**src/rtl/instruction_decode_pkg.sv**
```systemverilog
// Shared decode definitions for the ID stage.
// Holds the opcode and funct constants, the control-word layout, the ALU
// operation codes, and helpers that map an opcode/funct pair to a control word.
package instruction_decode_pkg;

  localparam int NB_RADDR = 5;

  // Control word layout, MSB first:
  // {regwrite, memtoreg, memread, memwrite, alusrc, regdst, link, aluop[3:0]}
  localparam int CTRL_W        = 11;
  localparam int CTRL_REGWRITE = 10;
  localparam int CTRL_MEMTOREG = 9;
  localparam int CTRL_MEMREAD  = 8;
  localparam int CTRL_MEMWRITE = 7;
  localparam int CTRL_ALUSRC   = 6;
  localparam int CTRL_REGDST   = 5;
  localparam int CTRL_LINK     = 4;
  localparam int CTRL_ALUOP_W  = 4;

  // ALU operation codes carried in aluop
  localparam logic [3:0] ALU_NOP   = 4'h0;
  localparam logic [3:0] ALU_RTYPE = 4'h1; // EX decodes funct
  localparam logic [3:0] ALU_ADD   = 4'h2;
  localparam logic [3:0] ALU_SUB   = 4'h3;
  localparam logic [3:0] ALU_AND   = 4'h4;
  localparam logic [3:0] ALU_OR    = 4'h5;
  localparam logic [3:0] ALU_XOR   = 4'h6;
  localparam logic [3:0] ALU_LUI   = 4'h7;
  localparam logic [3:0] ALU_SLT   = 4'h8;
  localparam logic [3:0] ALU_SLTU  = 4'h9;

  // Opcodes
  localparam logic [5:0] OP_RTYPE = 6'h00;
  localparam logic [5:0] OP_J     = 6'h02;
  localparam logic [5:0] OP_JAL   = 6'h03;
  localparam logic [5:0] OP_BEQ   = 6'h04;
  localparam logic [5:0] OP_BNE   = 6'h05;
  localparam logic [5:0] OP_ADDI  = 6'h08;
  localparam logic [5:0] OP_ADDIU = 6'h09;
  localparam logic [5:0] OP_SLTI  = 6'h0A;
  localparam logic [5:0] OP_SLTIU = 6'h0B;
  localparam logic [5:0] OP_ANDI  = 6'h0C;
  localparam logic [5:0] OP_ORI   = 6'h0D;
  localparam logic [5:0] OP_XORI  = 6'h0E;
  localparam logic [5:0] OP_LUI   = 6'h0F;
  localparam logic [5:0] OP_LB    = 6'h20;
  localparam logic [5:0] OP_LH    = 6'h21;
  localparam logic [5:0] OP_LW    = 6'h23;
  localparam logic [5:0] OP_LBU   = 6'h24;
  localparam logic [5:0] OP_LHU   = 6'h25;
  localparam logic [5:0] OP_LWU   = 6'h27;
  localparam logic [5:0] OP_SB    = 6'h28;
  localparam logic [5:0] OP_SH    = 6'h29;
  localparam logic [5:0] OP_SW    = 6'h2B;

  // R-type funct codes
  localparam logic [5:0] F_SLL  = 6'h00;
  localparam logic [5:0] F_SRL  = 6'h02;
  localparam logic [5:0] F_SRA  = 6'h03;
  localparam logic [5:0] F_SLLV = 6'h04;
  localparam logic [5:0] F_SRLV = 6'h06;
  localparam logic [5:0] F_SRAV = 6'h07;
  localparam logic [5:0] F_JR   = 6'h08;
  localparam logic [5:0] F_JALR = 6'h09;
  localparam logic [5:0] F_ADD  = 6'h20;
  localparam logic [5:0] F_ADDU = 6'h21;
  localparam logic [5:0] F_SUB  = 6'h22;
  localparam logic [5:0] F_SUBU = 6'h23;
  localparam logic [5:0] F_AND  = 6'h24;
  localparam logic [5:0] F_OR   = 6'h25;
  localparam logic [5:0] F_XOR  = 6'h26;
  localparam logic [5:0] F_NOR  = 6'h27;
  localparam logic [5:0] F_SLT  = 6'h2A;
  localparam logic [5:0] F_SLTU = 6'h2B;

  function automatic logic [CTRL_W-1:0] mk_ctrl(
    input logic rw, mtr, mr, mw, asrc, rdst, lnk, input logic [3:0] aop);
    return {rw, mtr, mr, mw, asrc, rdst, lnk, aop};
  endfunction

  // Unknown opcodes and unknown R-type functs give an all-zero (NOP) word.
  function automatic logic [CTRL_W-1:0] decode_ctrl(input logic [5:0] op,
                                                   input logic [5:0] fn);
    logic [CTRL_W-1:0] c;
    c = '0;
    case (op)
      OP_RTYPE: begin
        case (fn)
          F_JALR: c = mk_ctrl(1'b1, 1'b0, 1'b0, 1'b0, 1'b0, 1'b1, 1'b1, ALU_NOP);
          F_SLL, F_SRL, F_SRA, F_SLLV, F_SRLV, F_SRAV,
          F_ADD, F_ADDU, F_SUB, F_SUBU, F_AND, F_OR, F_XOR, F_NOR,
          F_SLT, F_SLTU:
                  c = mk_ctrl(1'b1, 1'b0, 1'b0, 1'b0, 1'b0, 1'b1, 1'b0, ALU_RTYPE);
          default: c = '0; // includes JR: no register write
        endcase
      end
      OP_JAL:             c = mk_ctrl(1'b1, 1'b0, 1'b0, 1'b0, 1'b0, 1'b0, 1'b1, ALU_NOP);
      OP_BEQ, OP_BNE:     c = mk_ctrl(1'b0, 1'b0, 1'b0, 1'b0, 1'b0, 1'b0, 1'b0, ALU_SUB);
      OP_ADDI, OP_ADDIU:  c = mk_ctrl(1'b1, 1'b0, 1'b0, 1'b0, 1'b1, 1'b0, 1'b0, ALU_ADD);
      OP_SLTI:            c = mk_ctrl(1'b1, 1'b0, 1'b0, 1'b0, 1'b1, 1'b0, 1'b0, ALU_SLT);
      OP_SLTIU:           c = mk_ctrl(1'b1, 1'b0, 1'b0, 1'b0, 1'b1, 1'b0, 1'b0, ALU_SLTU);
      OP_ANDI:            c = mk_ctrl(1'b1, 1'b0, 1'b0, 1'b0, 1'b1, 1'b0, 1'b0, ALU_AND);
      OP_ORI:             c = mk_ctrl(1'b1, 1'b0, 1'b0, 1'b0, 1'b1, 1'b0, 1'b0, ALU_OR);
      OP_XORI:            c = mk_ctrl(1'b1, 1'b0, 1'b0, 1'b0, 1'b1, 1'b0, 1'b0, ALU_XOR);
      OP_LUI:             c = mk_ctrl(1'b1, 1'b0, 1'b0, 1'b0, 1'b1, 1'b0, 1'b0, ALU_LUI);
      OP_LB, OP_LH, OP_LW, OP_LBU, OP_LHU, OP_LWU:
                          c = mk_ctrl(1'b1, 1'b1, 1'b1, 1'b0, 1'b1, 1'b0, 1'b0, ALU_ADD);
      OP_SB, OP_SH, OP_SW:
                          c = mk_ctrl(1'b0, 1'b0, 1'b0, 1'b1, 1'b1, 1'b0, 1'b0, ALU_ADD);
      default:            c = '0; // J and unknown opcodes
    endcase
    return c;
  endfunction

  // rt is read as a source operand (R-type, branches, stores)
  function automatic logic rt_is_src(input logic [5:0] op);
    return (op == OP_RTYPE) || (op == OP_BEQ) || (op == OP_BNE) ||
           (op == OP_SB) || (op == OP_SH) || (op == OP_SW);
  endfunction

endpackage

```
**src/rtl/instruction_decode_register_file.sv**
```systemverilog
// General-purpose register file for the ID stage.
// Ports: i_clock/i_reset_n (async active-low clear of all registers);
//   write port i_we/i_waddr/i_wdata; combinational reads a, b and debug.
// Register 0 reads as zero and ignores writes. A read of the address being
// written this cycle returns the write data, so WB and ID can share a cycle.
module register_file
  import instruction_decode_pkg::*;
#(
  parameter int NB_REG = 32,
  parameter int N_REGS = 32
) (
  input  logic                i_clock,
  input  logic                i_reset_n,
  input  logic                i_we,
  input  logic [NB_RADDR-1:0] i_waddr,
  input  logic [NB_REG-1:0]   i_wdata,
  input  logic [NB_RADDR-1:0] i_raddr_a,
  output logic [NB_REG-1:0]   o_rdata_a,
  input  logic [NB_RADDR-1:0] i_raddr_b,
  output logic [NB_REG-1:0]   o_rdata_b,
  input  logic [NB_RADDR-1:0] i_raddr_dbg,
  output logic [NB_REG-1:0]   o_rdata_dbg
);

  logic [NB_REG-1:0] r_regs [N_REGS];
  logic              w_wr_live;

  assign w_wr_live = i_we && (i_waddr != '0);

  always_ff @(posedge i_clock or negedge i_reset_n) begin
    if (!i_reset_n) begin
      for (int i = 0; i < N_REGS; i++) r_regs[i] <= '0;
    end else if (w_wr_live) begin
      r_regs[i_waddr] <= i_wdata;
    end
  end

  always_comb begin
    o_rdata_a   = (i_raddr_a == '0)   ? '0 :
                  (w_wr_live && i_raddr_a == i_waddr)   ? i_wdata : r_regs[i_raddr_a];
    o_rdata_b   = (i_raddr_b == '0)   ? '0 :
                  (w_wr_live && i_raddr_b == i_waddr)   ? i_wdata : r_regs[i_raddr_b];
    o_rdata_dbg = (i_raddr_dbg == '0) ? '0 :
                  (w_wr_live && i_raddr_dbg == i_waddr) ? i_wdata : r_regs[i_raddr_dbg];
  end

endmodule

```
**src/rtl/instruction_decode.sv**
```systemverilog
// Instruction decode stage: register read, control decode, immediate
// extension, branch/jump resolution, load-use and branch-operand stall
// detection, and the ID/EX pipeline register.
// Ports: i_clock, i_reset_n (async active-low); i_valid stage enable;
//   i_ir/i_pc from fetch; i_wb_* writeback; i_mem_memread/i_mem_rd for a
//   load in MEM; o_inm_i/o_inm_j/o_rs and o_hazard/o_branch/o_jump_* to
//   fetch (combinational); o_ex_* registered ID/EX outputs; debug read port.
module instruction_decode
  import instruction_decode_pkg::*;
#(
  parameter int NB_REG   = 32,
  parameter int NB_INSTR = 32,
  parameter int N_REGS   = 32
) (
  input  logic                i_clock,
  input  logic                i_reset_n,
  input  logic                i_valid,
  input  logic [NB_INSTR-1:0] i_ir,
  input  logic [NB_REG-1:0]   i_pc,
  input  logic                i_wb_we,
  input  logic [NB_RADDR-1:0] i_wb_addr,
  input  logic [NB_REG-1:0]   i_wb_data,
  input  logic                i_mem_memread,
  input  logic [NB_RADDR-1:0] i_mem_rd,
  output logic [15:0]         o_inm_i,
  output logic [25:0]         o_inm_j,
  output logic [NB_REG-1:0]   o_rs,
  output logic                o_hazard,
  output logic                o_branch,
  output logic                o_jump_rs,
  output logic                o_jump_inm,
  output logic [NB_REG-1:0]   o_ex_rs_data,
  output logic [NB_REG-1:0]   o_ex_rt_data,
  output logic [NB_REG-1:0]   o_ex_inm,
  output logic [NB_REG-1:0]   o_ex_pc,
  output logic [NB_RADDR-1:0] o_ex_rs,
  output logic [NB_RADDR-1:0] o_ex_rt,
  output logic [NB_RADDR-1:0] o_ex_rd,
  output logic [CTRL_W-1:0]   o_ex_ctrl,
  input  logic [NB_RADDR-1:0] i_debug_reg_addr,
  output logic [NB_REG-1:0]   o_debug_reg_data
);

  logic [5:0]          w_op, w_funct;
  logic [NB_RADDR-1:0] w_rs_a, w_rt_a, w_rd_a, w_dest;
  logic [15:0]         w_imm;
  logic [NB_REG-1:0]   w_rs_data, w_rt_data, w_inm;
  logic [CTRL_W-1:0]   w_ctrl;
  logic w_is_beq, w_is_bne, w_is_jr, w_is_jimm, w_br_src, w_rt_src;
  logic w_ld_use, w_ex_hit, w_mem_hit, w_hazard, w_taken, w_go;

  // ID/EX register
  logic [NB_REG-1:0]   r_rs_data, r_rt_data, r_inm, r_pc;
  logic [NB_RADDR-1:0] r_ex_rs, r_ex_rt, r_ex_rd;
  logic [CTRL_W-1:0]   r_ctrl;

  assign w_op   = i_ir[31:26];
  assign w_rs_a = i_ir[25:21];
  assign w_rt_a = i_ir[20:16];
  assign w_rd_a = i_ir[15:11];
  assign w_imm  = i_ir[15:0];
  assign w_funct = i_ir[5:0];

  register_file #(.NB_REG(NB_REG), .N_REGS(N_REGS)) u_regs (
    .i_clock    (i_clock),
    .i_reset_n  (i_reset_n),
    .i_we       (i_wb_we),
    .i_waddr    (i_wb_addr),
    .i_wdata    (i_wb_data),
    .i_raddr_a  (w_rs_a),
    .o_rdata_a  (w_rs_data),
    .i_raddr_b  (w_rt_a),
    .o_rdata_b  (w_rt_data),
    .i_raddr_dbg(i_debug_reg_addr),
    .o_rdata_dbg(o_debug_reg_data)
  );

  assign w_ctrl    = decode_ctrl(w_op, w_funct);
  assign w_rt_src  = rt_is_src(w_op);
  assign w_is_beq  = (w_op == OP_BEQ);
  assign w_is_bne  = (w_op == OP_BNE);
  assign w_is_jr   = (w_op == OP_RTYPE) && ((w_funct == F_JR) || (w_funct == F_JALR));
  assign w_is_jimm = (w_op == OP_J) || (w_op == OP_JAL);
  assign w_br_src  = w_is_beq || w_is_bne || w_is_jr;

  // Load in EX whose result this instruction reads.
  assign w_ld_use = r_ctrl[CTRL_MEMREAD] && (r_ex_rt != '0) &&
                    ((r_ex_rt == w_rs_a) || (w_rt_src && (r_ex_rt == w_rt_a)));

  // Branches and JR resolve in ID, so any in-flight producer of their
  // operands (EX result, or a load still in MEM) must drain first.
  assign w_ex_hit  = r_ctrl[CTRL_REGWRITE] && (r_ex_rd != '0) &&
                     ((r_ex_rd == w_rs_a) || ((w_is_beq || w_is_bne) && (r_ex_rd == w_rt_a)));
  assign w_mem_hit = i_mem_memread && (i_mem_rd != '0) &&
                     ((i_mem_rd == w_rs_a) || ((w_is_beq || w_is_bne) && (i_mem_rd == w_rt_a)));

  assign w_hazard = i_valid && (w_ld_use || (w_br_src && (w_ex_hit || w_mem_hit)));
  assign w_go     = i_valid && !w_hazard;
  assign w_taken  = (w_is_beq && (w_rs_data == w_rt_data)) ||
                    (w_is_bne && (w_rs_data != w_rt_data));

  assign o_hazard   = w_hazard;
  assign o_branch   = w_go && w_taken;
  assign o_jump_rs  = w_go && w_is_jr;
  assign o_jump_inm = w_go && w_is_jimm;
  assign o_inm_i    = w_imm;
  assign o_inm_j    = i_ir[25:0];
  assign o_rs       = w_rs_data;

  always_comb begin
    w_inm = {{(NB_REG-16){w_imm[15]}}, w_imm};
    if (w_op == OP_LUI)
      w_inm = NB_REG'({w_imm, 16'h0000});
    else if ((w_op == OP_ANDI) || (w_op == OP_ORI) || (w_op == OP_XORI))
      w_inm = NB_REG'(w_imm);
  end

  assign w_dest = (w_op == OP_JAL) ? NB_RADDR'(31) :
                  w_ctrl[CTRL_REGDST] ? w_rd_a : w_rt_a;

  always_ff @(posedge i_clock or negedge i_reset_n) begin
    if (!i_reset_n) begin
      r_rs_data <= '0;
      r_rt_data <= '0;
      r_inm     <= '0;
      r_pc      <= '0;
      r_ex_rs   <= '0;
      r_ex_rt   <= '0;
      r_ex_rd   <= '0;
      r_ctrl    <= '0;
    end else if (i_valid) begin
      r_rs_data <= w_rs_data;
      r_rt_data <= w_rt_data;
      r_inm     <= w_inm;
      r_pc      <= i_pc;
      r_ex_rs   <= w_rs_a;
      r_ex_rt   <= w_rt_a;
      r_ex_rd   <= w_dest;
      r_ctrl    <= w_hazard ? '0 : w_ctrl; // stall inserts a bubble
    end
  end

  assign o_ex_rs_data = r_rs_data;
  assign o_ex_rt_data = r_rt_data;
  assign o_ex_inm     = r_inm;
  assign o_ex_pc      = r_pc;
  assign o_ex_rs      = r_ex_rs;
  assign o_ex_rt      = r_ex_rt;
  assign o_ex_rd      = r_ex_rd;
  assign o_ex_ctrl    = r_ctrl;

endmodule
```
**config.mk**
```make
export PLATFORM = sky130hd
export DESIGN_NAME = instruction_decode
export DESIGN_NICKNAME = d
export VERILOG_FILES = /design/src/rtl/instruction_decode_pkg.sv /design/src/rtl/instruction_decode_register_file.sv /design/src/rtl/instruction_decode.sv
export SDC_FILE = /design/constraint.sdc
export NUM_CORES = 2
export LEC_CHECK = 0
export CAP_MARGIN = 20
export CORE_ASPECT_RATIO = 0.75
export CORE_UTILIZATION = 45
export CTS_BUF_LIST = sky130_fd_sc_hd__clkbuf_2 sky130_fd_sc_hd__clkbuf_4 sky130_fd_sc_hd__clkbuf_8
export DETAILED_ROUTE_END_ITERATION = 10
export DONT_BUFFER_PORTS = 1
export SLEW_MARGIN = 20
export SYNTH_ARGS = -nofsm -noshare
export SYNTH_HDL_FRONTEND = slang
export SYNTH_HIERARCHICAL = 1
export SYNTH_SLANG_ARGS = --single-unit
```
**constraint.sdc**
```tcl
create_clock -name i_clock -period 9.52 [get_ports i_clock]
set_input_delay 1.904 -clock i_clock [delete_from_list [all_inputs] [get_ports i_clock]]
set_output_delay 1.904 -clock i_clock [all_outputs]
set_load 0.03 [all_outputs]
```
**Yosys cells after proc, flatten, opt, wreduce, memory -nomap -nowiden**

Memories as Yosys holds them, arrays and structs flattened.
Cells that the tools add are included.

- Register bits: 1178
- Output and inout port bits: 264
- Memories kept: 1
- ROM bits: 256

Memories:

| name | depth | bits a word | read ports | clocked after memory_dff | write ports | RTL line | text |
|---|---|---|---|---|---|---|---|
| (no name shown) | 64 | 4 | 1 | 0 | 0 | instruction_decode_pkg.sv:88 | `case (fn)` |

- Equality and inequality tests: 34
- Muxes and demuxes: 24
- Order comparisons: 5
- Bitwise logic cells: 4
- Reduce and logical (&&, ||, !) cells: 53

Operators by type and width:

| kind | count |
|---|---|
| bitwise mux 1024 bit | 1 |
| binary-select mux 32 bit (select 5 bit) | 3 |
| two-way mux 32 bit | 15 |
| demux 32 bit (select 5 bit) | 1 |
| one-hot mux 11 bit (12 select lines) | 1 |
| == test 6 x 4 -> 1 bit (second input constant) | 10 |
| == test 6 bit (second input constant) | 9 |
| == test 5 bit | 9 |
| == test 32 bit | 1 |
| inequality test 32 bit | 1 |
| greater-or-equal comparator 6 bit (second input constant) | 4 |
| inverter 5 -> 6 bit | 4 |
| logical AND 1 bit | 23 |
| nonzero test 5 bit | 4 |
| logical OR 1 bit | 17 |
| zero test 5 bit | 3 |
| == test 6 x 2 -> 1 bit (second input constant) | 2 |
| == test 6 x 3 -> 1 bit (second input constant) | 2 |
| two-way mux 11 bit | 1 |
| two-way mux 5 bit | 2 |
| zero test 6 bit | 1 |
| less-than comparator 6 x 1 -> 1 bit (second input constant) | 1 |
| OR reduction 6 bit | 1 |
| OR reduction 2 bit | 2 |
| other kinds (2) | 2 |

**Longest topological paths before layout**

- Depth after elaboration: 14
- Mapped depth: 17
- Depth with buffers taken out: 12

**Hierarchy**

The synthesis kept the hierarchy.

Modules (own cells, without submodules):

| module | area each (um^2) | cells an instance | seq. area each (um^2) | instances |
|---|---|---|---|---|
| register_file | 64179.1 | 4757 | 25624.6 | 1 |
| instruction_decode | 7308.3 | 628 | 3828.7 | 1 |

**Worst setup path after synthesis**

No wires, ideal clock.

- Path type: input to output
- From: in i_ir[21]
- To: out o_branch
- Arrival: 5727 ps
- Required time: 7616 ps
- Cell stages on the path: 16
- Path slack: 1889 ps
- Path through: buf_4 > buf_6 > buf_6 > buf_8 > mux2i_1 > a221oi_1 > o21ai_0 > nand2_1 > nand2_1 > o21ai_0 > xor2_1 > nor4_1 > nand4_1 > nor2_1 > xnor2_1 > nor4bb_1

- Longest elaborated chain between the ends: 10
- Elaborated cells on any way between the ends: 30
- Those cells by class: eq/ne: 6; mux: 5; bitwise: 1; reduce/logical: 18

Ends and longest elaborated chain:

| item | RTL line | text |
|---|---|---|
| start: declaration | instruction_decode.sv:18 | `input logic [NB_INSTR-1:0] i_ir,` |
| inverter 5 -> 6 bit (not written as such) | instruction_decode_register_file.sv:40 | `(w_wr_live && i_raddr_a == i_waddr) ? i_wdata : r_regs[i_raddr_a];` |
| binary-select mux 32 bit (select 5 bit) | instruction_decode_register_file.sv:40 |  |
| two-way mux 32 bit (not written as such) (2 in series) | instruction_decode_register_file.sv:40 |  |
| two-way mux 32 bit | instruction_decode_register_file.sv:40 |  |
| two-way mux 32 bit * | instruction_decode_register_file.sv:39 | `o_rdata_a = (i_raddr_a == '0) ? '0 :` |
| via o_rs[21] | instruction_decode.sv:27 | `output logic [NB_REG-1:0] o_rs,` |
| == test 32 bit / inequality test 32 bit (equally long branches) | instruction_decode.sv:99, instruction_decode.sv:100 |  |
| logical AND 1 bit (on tied branches) | instruction_decode.sv:99, instruction_decode.sv:100 |  |
| logical OR 1 bit * | instruction_decode.sv:99 | `assign w_taken = (w_is_beq && (w_rs_data == w_rt_data)) \|\|` |
| logical AND 1 bit * | instruction_decode.sv:103 | `assign o_branch = w_go && w_taken;` |
| end: declaration | instruction_decode.sv:29 | `output logic o_branch,` |

Mark *: on every way through the listed nets, which the timed path passes. The rest lies on a longest branch. The select of a mux whose other input is x is not followed.

**Worst setup path after layout**

- From: in i_ir[21]
- To: out o_branch

- Longest elaborated chain between the ends: 10
- Elaborated cells on any way between the ends: 30
- Those cells by class: eq/ne: 6; mux: 5; bitwise: 1; reduce/logical: 18

Ends and longest elaborated chain:

| item | RTL line |
|---|---|
| inverter 5 -> 6 bit (not written as such), or another cell as far along | instruction_decode_register_file.sv:40 |
| binary-select mux 32 bit (select 5 bit), or another cell as far along | instruction_decode_register_file.sv:40 |
| two-way mux 32 bit (not written as such), or another cell as far along | instruction_decode_register_file.sv:40 |
| two-way mux 32 bit (not written as such) / logical OR 1 bit (equally long branches) | instruction_decode_register_file.sv:40, instruction_decode.sv:97 |
| two-way mux 32 bit / logical AND 1 bit (equally long branches) | instruction_decode_register_file.sv:40, instruction_decode.sv:97 |
| two-way mux 32 bit / logical OR 1 bit (equally long branches) | instruction_decode_register_file.sv:39, instruction_decode.sv:97 |
| == test 32 bit, or another cell as far along | instruction_decode.sv:99 |
| logical AND 1 bit, or another cell as far along | instruction_decode.sv:99 |
| logical OR 1 bit / logical AND 1 bit (equally long branches) | instruction_decode.sv:99, instruction_decode.sv:98 |
| logical AND 1 bit * | instruction_decode.sv:103 |

Every way passes the cells marked *; elsewhere a longest branch is shown, timed or not. The select of a mux whose other input is x is not followed.

==> summary.txt <==
Floorplanning
  – Die Footprint: 160000 sq um
  – Initial core utilization: 45.4%
  – # IOs: 380
  – Die width: 462 microns
  – Core Area: 157000 sq um
  – Chip height: 347 microns
  – Rows: 126

Detailed routing
  – Vias: 52700
  – DRC: 0
  – Starting DRT DRC Count: 7606
  – Total Wirelength: 287000 microns
  – Router iterations before antenna repair: 6
  – WL/cell: 38.9 microns
  – Antenna-violating nets left: 0
  – DR vias/cell: 7.14

Clock network
  – Num Clock Sinks: 1177
  – H-tree Lvls: 4
  – Clock root buffer: clkbuf_8
  – Setup Fix Bufs, Post-CTS: 0
  – CTS resizes: 0
  – CTS max path bufs: 3
  – CTS tree: built
  – Clock transition at path regs: 0.05 ns
  – Skew-Pair Late Insertion Delay: 0.99 ns
  – Number of CTS-inserted buffers: 200
  – Hold buffers post-CTS: 0

Place
  – GP Congestion: 0.895
  – DP HPWL: 163000 microns
  – Port-buffer cells: 0

STA
  – Final hold vios: 0
  – Clock period minus worst slack: 9.37 ns
  – Highest Clock Rate: 107 MHz
  – Final worst-path cycle share: 98.4%
  – Actual slew at the worst max-slew pin: 1.82 ns
  – Rel. slew slack: -21.1%
  – Setup-failing EPs final: 0
  – Slew Limit Fails: 82
  – Setup TNS: 0 ns
  – Final Skew: 0.0454 ns
  – RSZ-0062 raised after global routing: no

Setup path
  – R2R Setup Slk: 6.80 ns
  – Critical path type: in -> out
  – Worst path required time: 7.62 ns
  – Element type at the critical path end: output port
  – Critical R2R Launch: u_regs/r_regs[522]$_DFFE_PN0P_
  – CP Launch Type: input port
  – Arr. time, crit path: 7.47 ns
  – Reg2Reg Depth: 6
  – Crit Path Max Fanout: 334
  – Worst R2R End: o_ex_rs_data[10]$_DFFE_PN0P_

Power
  – Lkg Pwr: 32.8 nW
  – Maximum VDD drop: 147 uV
  – Pwr per Cell Area: 205 nW/um^2
  – Tot Pwr: 0.0157 W

Min path
  – Hold_sp: u_regs/r_regs[1007]$_DFFE_PN0P_
  – Cell count of the worst hold path: 0
  – Worst min-delay path class: reg -> reg
  – Hold EP: u_regs/r_regs[1007]$_DFFE_PN0P_

GRT
  – Vias in the first global route: 50300
  – GRT Residual Overflow: 0
  – Global-route wire length before repair: 402000 microns
  – Tot GR Track Use: 35.4%
  – Antenna violations before repair: 17
  – Largest net degree at the start of global routing: 335

Logic synthesis
  – Yosys top cell area share: 41.2%
  – Seq cells post-synth: 1177
  – Synthesized netlist cell count: 5385
  – Ys Warns: 6
  – Post-Synth Simple-Gate Area: 4.57%
  – Number of synthesized flops with an enable pin: 0
  – Distinct cells, synth: 73
  – Mapped Avg Cell Area: 13.3 sq um
  – Largest family of logic cells by synthesized area: multiplexers
  – Synthesized cell area: 71500 sq um
  – Synth area leaders: dfrtp_1 (41%), mux2_2 (18%), mux4_2 (17%)
  – Compound-Gate Fraction of Synth Area: 6.63%
  – Synth async-reset ratio: 100%
  – Ys flop type: dfrtp_1
  – Synth Area in XOR/XNOR: 0.956%
  – Post-synthesis mux area share: 41.8%
  – Syn_nets: 5501
  – Synth area leader: dfrtp_1
  – Sequential-to-total area share from yosys stat: 41.2%
  – Post-Synth Adder-Cell Area: 0.0140%

Run
  – Maxcap violations: 0

Status
  – Status: finished with violations
  – Failing checks: slew limit

Final layout
  – Commonest non-fill, non-tap cell in the layout: dfrtp_1
  – Layout area overhead: 7.69%
  – Final net count: 5208
  – Layout cell share with drive strength beyond 1: 43.8%
  – Highest-count cells in the layout ignoring fill and taps: dfrtp_1 (1177), mux2_2 (1141), mux4_2 (552), mux2i_1 (458), clkbuf_8 (264)
## synthesized netlist by cell type (48+ instances only)
cell type and instances:
a21oi_1 84, a22oi_1 100, mux2i_1 458, nand2_1 220, a221oi_1 59, nand3_1 79
xor2_1 54, nor2_1 128, buf_1 64, buf_6 48, a211oi_1 48, buf_2 107
clkbuf_1 304, nor3_1 64, buf_4 92, o22ai_1 125, mux4_2 552, dfrtp_1 1177
mux2_2 1141
## cell families after synthesis
family          Yosys count
xor+xnor                 78
flops                  1177
compound gates          650
mux                    2151
simple gates            667
fa+ha+maj                 1
buf+inv                 661
## through the flow
step | instances | hold WS [ns] | area [sq um] | setup WS (ns) | util (%)
5_1_grt | 7369 | 0.435 | 77000 | 0.555 | 48.9
6_report | 7375 | 0.418 | 77000 | 0.149 | 48.9
2_1_floorplan | 5385 | 0.458 | 71500 | 1.89 | -
3_5_place_dp | 7001 | 0.404 | 72400 | 0.947 | 46.0
3_3_place_gp | 6994 | 0.393 | 72200 | 0.944 | 45.9
4_1_cts | 7367 | 0.418 | 77000 | 0.917 | 48.9
## power by group
part / leakage (nW) / internal, W / switching (W) / total, W
sequential: 15.0 / 0.00592 / 0.00114 / 0.00705
clock: 2.40 / 0.00288 / 0.00231 / 0.00519
combinational: 15.4 / 0.00199 / 0.00151 / 0.00350
## how the worst max path moves through the flow
stage | from | to | slack, ns
global route | i_ir[23] | o_branch | 0.56
detailed placement | i_ir[23] | o_branch | 0.95
CTS | i_ir[23] | o_branch | 0.92
finish | i_ir[21] | o_branch | 0.15
global placement | i_ir[23] | o_branch | 0.94
floorplan | i_ir[21] | o_branch | 1.89
## metal layers
metal / up-vias / GRT usage, % / part of all wire (%)
met2: 3969 / 48.6 / 41
li1: 20200 / - / -
met3: 760 / 14.3 / 15
met4: 22 / 15.5 / 4.8
met1: 27700 / 48.9 / 39
met5: - / 0.332 / 0.074
## critical path, cell delays in order
cell and delay, ns:
mux4_2 1.10, o32ai_1 0.61, o21ai_1 0.27, buf_4 0.27, xor2_1 0.23, nor4_1 0.62, nand4_1 0.47, nor2_1 0.48
xnor2_1 0.12, nor4bb_1 0.33, buf_4 0.23
## flip-flops by register name, summed over array words and instances, names as in the netlist
| register | flops |
|---|---|
| o_ex_rs_data | 32 |
| o_ex_inm | 32 |
| o_ex_rt_data | 32 |
| o_ex_pc | 32 |
| o_ex_ctrl | 10 |
| o_ex_rt | 5 |
| o_ex_rs | 5 |
| u_regs/r_regs | 1024 |
| o_ex_rd | 5 |
## final cells by class
cell class | count | area [sq um]
clock buffers | 317 | 4030
clock inverters | 49 | 488
repair buffers | 132 | 1260
multi-input cells | 3547 | 39000
well taps | 2112 | 2640
flip-flops and latches | 1177 | 29500
diodes | 7 | 17.5
inverters | 34 | 128
fillers | 13600 | 80500
(Power assumes the default switching activity.)
